### src/rtl/regfile_pkg.sv
// Shared constants and state encoding for the general-purpose register file.
// Optional macro: REGFILE_BYPASS_EN (write-through forwarding on the read ports).
package regfile_pkg;

  localparam int unsigned REG_W      = 32;
  localparam int unsigned REG_ADDR_W = 5;

  localparam logic [REG_W-1:0]      ZERO_WORD     = '0;
  localparam logic [REG_ADDR_W-1:0] REG_ZERO      = '0;
  localparam logic                  READ_ENABLE   = 1'b1;
  localparam logic                  READ_DISABLE  = 1'b0;
  localparam logic                  WRITE_ENABLE  = 1'b1;
  localparam logic                  WRITE_DISABLE = 1'b0;
  localparam logic                  RST_N_ENABLE  = 1'b0;

  typedef enum logic {
    REGFILE_CLEAR = 1'b0,
    REGFILE_READY = 1'b1
  } regfile_state_e;

endpackage

### src/rtl/regfile_clr_seq.sv
// Post-reset clear sequencer: walks entries 1..2**ADDR_W-1 writing zero, then
// reports READY. init_busy is registered straight from the FSM.
module regfile_clr_seq
  import regfile_pkg::*;
#(
  parameter int unsigned ADDR_W = REG_ADDR_W
) (
  input  logic              clk,
  input  logic              rst,
  output logic              clr_we,
  output logic [ADDR_W-1:0] clr_addr,
  output logic              init_busy
);

  localparam logic [ADDR_W-1:0] LAST_ADDR  = '1;
  localparam logic [ADDR_W-1:0] FIRST_ADDR = ADDR_W'(1);

  regfile_state_e    r_state;
  logic [ADDR_W-1:0] r_ptr;
  logic              r_busy;

  always_ff @(posedge clk) begin
    if (rst == RST_N_ENABLE) begin
      r_state <= REGFILE_CLEAR;
      r_ptr   <= FIRST_ADDR;
      r_busy  <= 1'b1;
    end else begin
      case (r_state)
        REGFILE_CLEAR: begin
          r_ptr <= r_ptr + ADDR_W'(1);
          // Last entry is written on this edge; leave CLEAR with it.
          if (r_ptr == LAST_ADDR) begin
            r_state <= REGFILE_READY;
            r_busy  <= 1'b0;
          end
        end
        default: begin
          r_state <= REGFILE_READY;
          r_busy  <= 1'b0;
        end
      endcase
    end
  end

  assign clr_we    = r_busy;
  assign clr_addr  = r_ptr;
  assign init_busy = r_busy;

endmodule

### src/rtl/regfile.sv
// Two-read / one-write register file with hardwired $zero and a post-reset clear.
// Optional macro: REGFILE_BYPASS_EN forwards same-cycle write data to the read ports.
module regfile
  import regfile_pkg::*;
#(
  parameter int unsigned DATA_W = REG_W,
  parameter int unsigned ADDR_W = REG_ADDR_W
) (
  input  logic              clk,
  input  logic              rst,
  input  logic              we,
  input  logic [ADDR_W-1:0] waddr,
  input  logic [DATA_W-1:0] wdata,
  input  logic              re1,
  input  logic [ADDR_W-1:0] raddr1,
  output logic [DATA_W-1:0] rdata1,
  input  logic              re2,
  input  logic [ADDR_W-1:0] raddr2,
  output logic [DATA_W-1:0] rdata2,
  output logic              init_busy
);

  localparam int unsigned N_STORED = (1 << ADDR_W) - 1;

  logic              w_clr_we;
  logic [ADDR_W-1:0] w_clr_addr;
  logic              w_busy;
  logic              w_run;
  logic              w_wr_en;
  logic [ADDR_W-1:0] w_wr_addr;
  logic [DATA_W-1:0] w_wr_data;
  logic [ADDR_W-1:0] w_widx;
  logic [ADDR_W-1:0] w_ridx1;
  logic [ADDR_W-1:0] w_ridx2;
  logic              w_rd_ok1;
  logic              w_rd_ok2;

  // Entry 0 is never stored: slot k holds register k+1.
  logic [DATA_W-1:0] r_mem [0:N_STORED-1];

  regfile_clr_seq #(.ADDR_W(ADDR_W)) u_clr_seq (
    .clk       (clk),
    .rst       (rst),
    .clr_we    (w_clr_we),
    .clr_addr  (w_clr_addr),
    .init_busy (w_busy)
  );

  assign init_busy = w_busy;
  assign w_run     = (rst != RST_N_ENABLE);

  // While clearing, the sequencer owns the write port and write-back is dropped.
  assign w_wr_en   = w_run && (w_clr_we || ((we == WRITE_ENABLE) && (waddr != '0)));
  assign w_wr_addr = w_clr_we ? w_clr_addr : waddr;
  assign w_wr_data = w_clr_we ? '0 : wdata;
  assign w_widx    = w_wr_addr - ADDR_W'(1);

  always_ff @(posedge clk) begin
    if (w_wr_en) begin
      r_mem[w_widx] <= w_wr_data;
    end
  end

  assign w_ridx1  = raddr1 - ADDR_W'(1);
  assign w_ridx2  = raddr2 - ADDR_W'(1);
  assign w_rd_ok1 = w_run && !w_busy && (re1 == READ_ENABLE) && (raddr1 != '0);
  assign w_rd_ok2 = w_run && !w_busy && (re2 == READ_ENABLE) && (raddr2 != '0);

  always_comb begin
    rdata1 = '0;
    if (w_rd_ok1) begin
      rdata1 = r_mem[w_ridx1];
`ifdef REGFILE_BYPASS_EN
      if ((we == WRITE_ENABLE) && (waddr == raddr1)) rdata1 = wdata;
`endif
    end
  end

  always_comb begin
    rdata2 = '0;
    if (w_rd_ok2) begin
      rdata2 = r_mem[w_ridx2];
`ifdef REGFILE_BYPASS_EN
      if ((we == WRITE_ENABLE) && (waddr == raddr2)) rdata2 = wdata;
`endif
    end
  end

endmodule

### config.mk
export PLATFORM = sky130hd
export DESIGN_NAME = regfile
export DESIGN_NICKNAME = d
export VERILOG_FILES = /design/src/rtl/regfile_pkg.sv /design/src/rtl/regfile_clr_seq.sv /design/src/rtl/regfile.sv
export SDC_FILE = /design/constraint.sdc
export NUM_CORES = 1
export LEC_CHECK = 0
export ABC_CLOCK_PERIOD_IN_PS = 10150
export CELL_PAD_IN_SITES_DETAIL_PLACEMENT = 1
export CELL_PAD_IN_SITES_GLOBAL_PLACEMENT = 1
export CORE_ASPECT_RATIO = 0.6
export CORE_MARGIN = 1.5
export CORE_UTILIZATION = 59
export CTS_CLUSTER_DIAMETER = 60
export DETAILED_ROUTE_END_ITERATION = 8
export PLACE_DENSITY = 0.95
export SKIP_LAST_GASP = 1
export SLEW_MARGIN = 20
export SYNTH_ARGS = -nofsm -noshare
export SYNTH_HDL_FRONTEND = slang
export SYNTH_HIERARCHICAL = 1
export SYNTH_SLANG_ARGS = --single-unit
### constraint.sdc
create_clock -name clk -period 10.15 [get_ports clk]
set_input_delay 2.03 -clock clk [delete_from_list [all_inputs] [get_ports clk]]
set_output_delay 2.03 -clock clk [all_outputs]
set_load 0.03 [all_outputs]
==> out/results.ini <==
[sta]
fin_ws_ps = 1910
max_freq_mhz = 121
layout_min_cycle_time_ps = 8240
worst_pin_slew_ps = 1160
hold_ws_ps = 584
fin_worst_skew_ps = 42.2
slew_viol_final = 0
hold_viol = 0
setup_viol = 0
period_share_pct = 81.2
grt_setup_unrepaired = no
tns_ps = 0
slew_headroom_pct = 22.6

[cts]
root_buffer = clkbuf_16
cts_hold_buf = 0
post_cts_buffers = 0
numCtsBuffers = 89
postCtsResizedCells = 0
htreeDepth = 3
cts_sinks = 999
cts_tree = done
path_clk_slew_ps = 60
cts_buffer_depth = 3
clock_latency_ps = 690

[global_routing]
grt_pass1_vias = 31815
antenna_found_initial = 6
gr-total-overflow = 0
grt_max_degree = 154
grt_usage_pct = 41.0
grt_first_pass_wirelength_um = 234000

[synthesis]
synth-edff-count = 992
synth_nets = 2573
syn_area_per_cell_um2 = 18.7
syn_area_mm2 = 0.0470
syn_inst = 2517
synth.distinct_cells = 42
ys_seq_area_share_pct = 63.7
async_flop_share_pct = 0
synth_warnings = 6
ys_ff_latch = 999
synthFlopType = edfxtp_1

[floorplan]
pin_count = 117
core_mm2 = 0.0782
start_util_pct = 60.1
fp.dieArea_mm2 = 0.0814
rows = 79
fp.dieW_um = 367
fp.dieH_um = 222

[routing]
drtAntennaViolNets = 0
wl_per_cell_um = 43.8
wirelength_um = 165000
drt-initial-drc-count = 5689
drc = 0
vias_per_cell = 8.05
dr_total_vias = 30280
drt-pass1-iter-count = 6

[worst_setup_path]
max_stage_delay_ps = 920
path_cells = clkdlybuf4s50_1, inv_1, ha_4, buf_4, mux4_2, nand2_1, nand3_1, o2111a_1, clkdlybuf4s50_1
path_delay_family = buffers and inverters
r2r_start = u_clr_seq/clr_we
cp-start-kind = input port
path_common_cell = clkdlybuf4s50_1
cp_max_fo = 52
slowest_stage = ha_4
endpoint_kind = output pin
rrSetupSlack_ps = 6010
required_ps = 8120
reg2regPathDepth = 7
path_class = input port to output pin
path_buf_inv = 4
cp_data_arrival_time_ps = 6210
timing.rr.end = r_mem[10][24]

[cells_and_area]
layout.nets = 2688
drive_above_1_share_pct = 29.4
syn2layout_area_growth_pct = 12.0

[placement]
dp_hpwl_um = 87900
gp_congestion = 0.817
portBuffers = 116
post-place-ws_ps = 2070

[power_and_ir_drop]
power.density_mw_per_mm2 = 170
leakagePower_nw = 16.9
total_power_mw = 8.96
max-vdd-ir-drop_mv = 0.157

[job]
drv_cap = 0

[min_path]
whs_path_depth = 2
hp-start = u_clr_seq/clr_addr[4]
hold_end = u_clr_seq/clr_addr[4]
hp-class = register to register

[outcome]
outcome = finished clean

[flip-flops by register name, summed over array words and instances (netlist names)]
register and flops:
r_mem 992, u_clr_seq/clr_addr 5, u_clr_seq/clr_we 1, u_clr_seq/r_state 1
[layout by cell type, fill, tap and decap left out, types with 5 or more instances in the layout]
master	n
nand2_1	338
nor2b_1	33
clkinv_1	22
nor2_1	12
clkbuf_16	91
clkinv_2	19
dfxtp_1	6
o2111a_1	62
clkbuf_1	15
bufinv_16	7
buf_12	5
mux4_2	510
nor2_4	31
nor2b_4	5
edfxtp_1	992
mux2i_1	70
clkinvlp_4	5
inv_1	9
nand3_1	127
o21ai_0	58
clkdlybuf4s50_1	114
buf_4	93
o21ai_1	6
[worst register-to-register path, delay by kind of cell, from the launching register on]
family                 cells  cell delay [ps]
AND/OR/NAND/NOR            5             2110
buffers and inverters      2             1330
flip-flops                 1              320
[cells in the mapped netlist, drive strengths merged, types with 2 or more instances]
| master | n | share of area [%] |
|---|---|---|
| a2111oi | 2 | 0.037 |
| a211oi | 4 | 0.064 |
| a21boi | 2 | 0.032 |
| a21o | 2 | 0.032 |
| a21oi | 3 | 0.032 |
| a22oi | 4 | 0.064 |
| a311o | 4 | 0.085 |
| and2 | 4 | 0.053 |
| and3 | 3 | 0.040 |
| buf | 115 | 1.4 |
| clkbuf | 78 | 0.62 |
| dfxtp | 7 | 0.30 |
| edfxtp | 992 | 63 |
| ha | 4 | 0.11 |
| inv | 9 | 0.072 |
| mux2i | 70 | 1.5 |
| mux4 | 510 | 24 |
| nand2 | 338 | 2.7 |
| nand2b | 4 | 0.053 |
| nand3 | 127 | 1.4 |
| nand3b | 2 | 0.032 |
| nor2 | 43 | 0.34 |
| nor2b | 38 | 0.51 |
| nor3 | 4 | 0.091 |
| o2111a | 62 | 1.5 |
| o21ai | 64 | 0.68 |
| o31ai | 2 | 0.032 |
| xnor2 | 10 | 0.22 |
| xor2 | 3 | 0.056 |
[layout make-up]
| type | count | area (um^2) |
|---|---|---|
| Sequential cell | 999 | 29900 |
| Fill cell | 6269 | 25600 |
| Multi-Input combinational cell | 1316 | 16500 |
| Clock buffer | 106 | 2330 |
| Timing Repair Buffer | 217 | 2050 |
| Tap cell | 1053 | 1320 |
| Clock inverter | 56 | 452 |
| Inverter | 9 | 33.8 |
| Antenna cell | 4 | 10.0 |
[cell families after synthesis]
kind of cell	count (synthesis)	share of synthesized area, %
DFF	999	63.7
muxes	581	26.0
and+or+nand+nor	567	5.26
buffers and inverters	202	2.13
AOI/OAI and AO/OA	151	2.58
xor gates and xnor gates	13	0.274
adders and majority gates	4	0.107
[metal layers]
layer | wire length, um | GRT usage [%] | part of all wire, % | vias to the layer above
li1 | - | - | - | 10756
met1 | 54700 | 54.9 | 33 | 15543
met2 | 75100 | 61.9 | 46 | 3247
met3 | 24900 | 12.4 | 15 | 726
met4 | 10000 | 20.6 | 6.1 | 8
met5 | 59 | 0 | 0.036 | -
[per-stage QoR]
stage               util (%)  instances  instance area [um^2]
floorplan                  -       2517                 47000
global placement        63.6       3591                 49700
detailed placement      63.7       3594                 49800
CTS                     67.3       3756                 52600
global route            67.3       3756                 52600
finish                  67.3       3760                 52600
[power breakdown]
part | leakage (nW) | switching [mW] | internal [mW] | total [mW]
Combinational | 6.27 | 0.598 | 0.404 | 1.00
Clock | 1.36 | 1.60 | 1.82 | 3.42
Sequential | 9.27 | 0.0263 | 4.52 | 4.54
[worst max path at each step]
stage	from	to	slack (ps)	depth (start not counted)
3_5_place_dp	raddr2[2]	rdata2[18]	2070	7
4_1_cts	raddr2[2]	rdata2[20]	2010	7
3_3_place_gp	raddr1[2]	rdata1[18]	2020	7
6_report	raddr1[1]	rdata1[16]	1910	9
5_1_grt	raddr2[2]	rdata2[18]	1790	7
2_1_floorplan	raddr1[0]	rdata1[30]	3240	13
No activity file was read; power rests on OpenSTA's default activity.
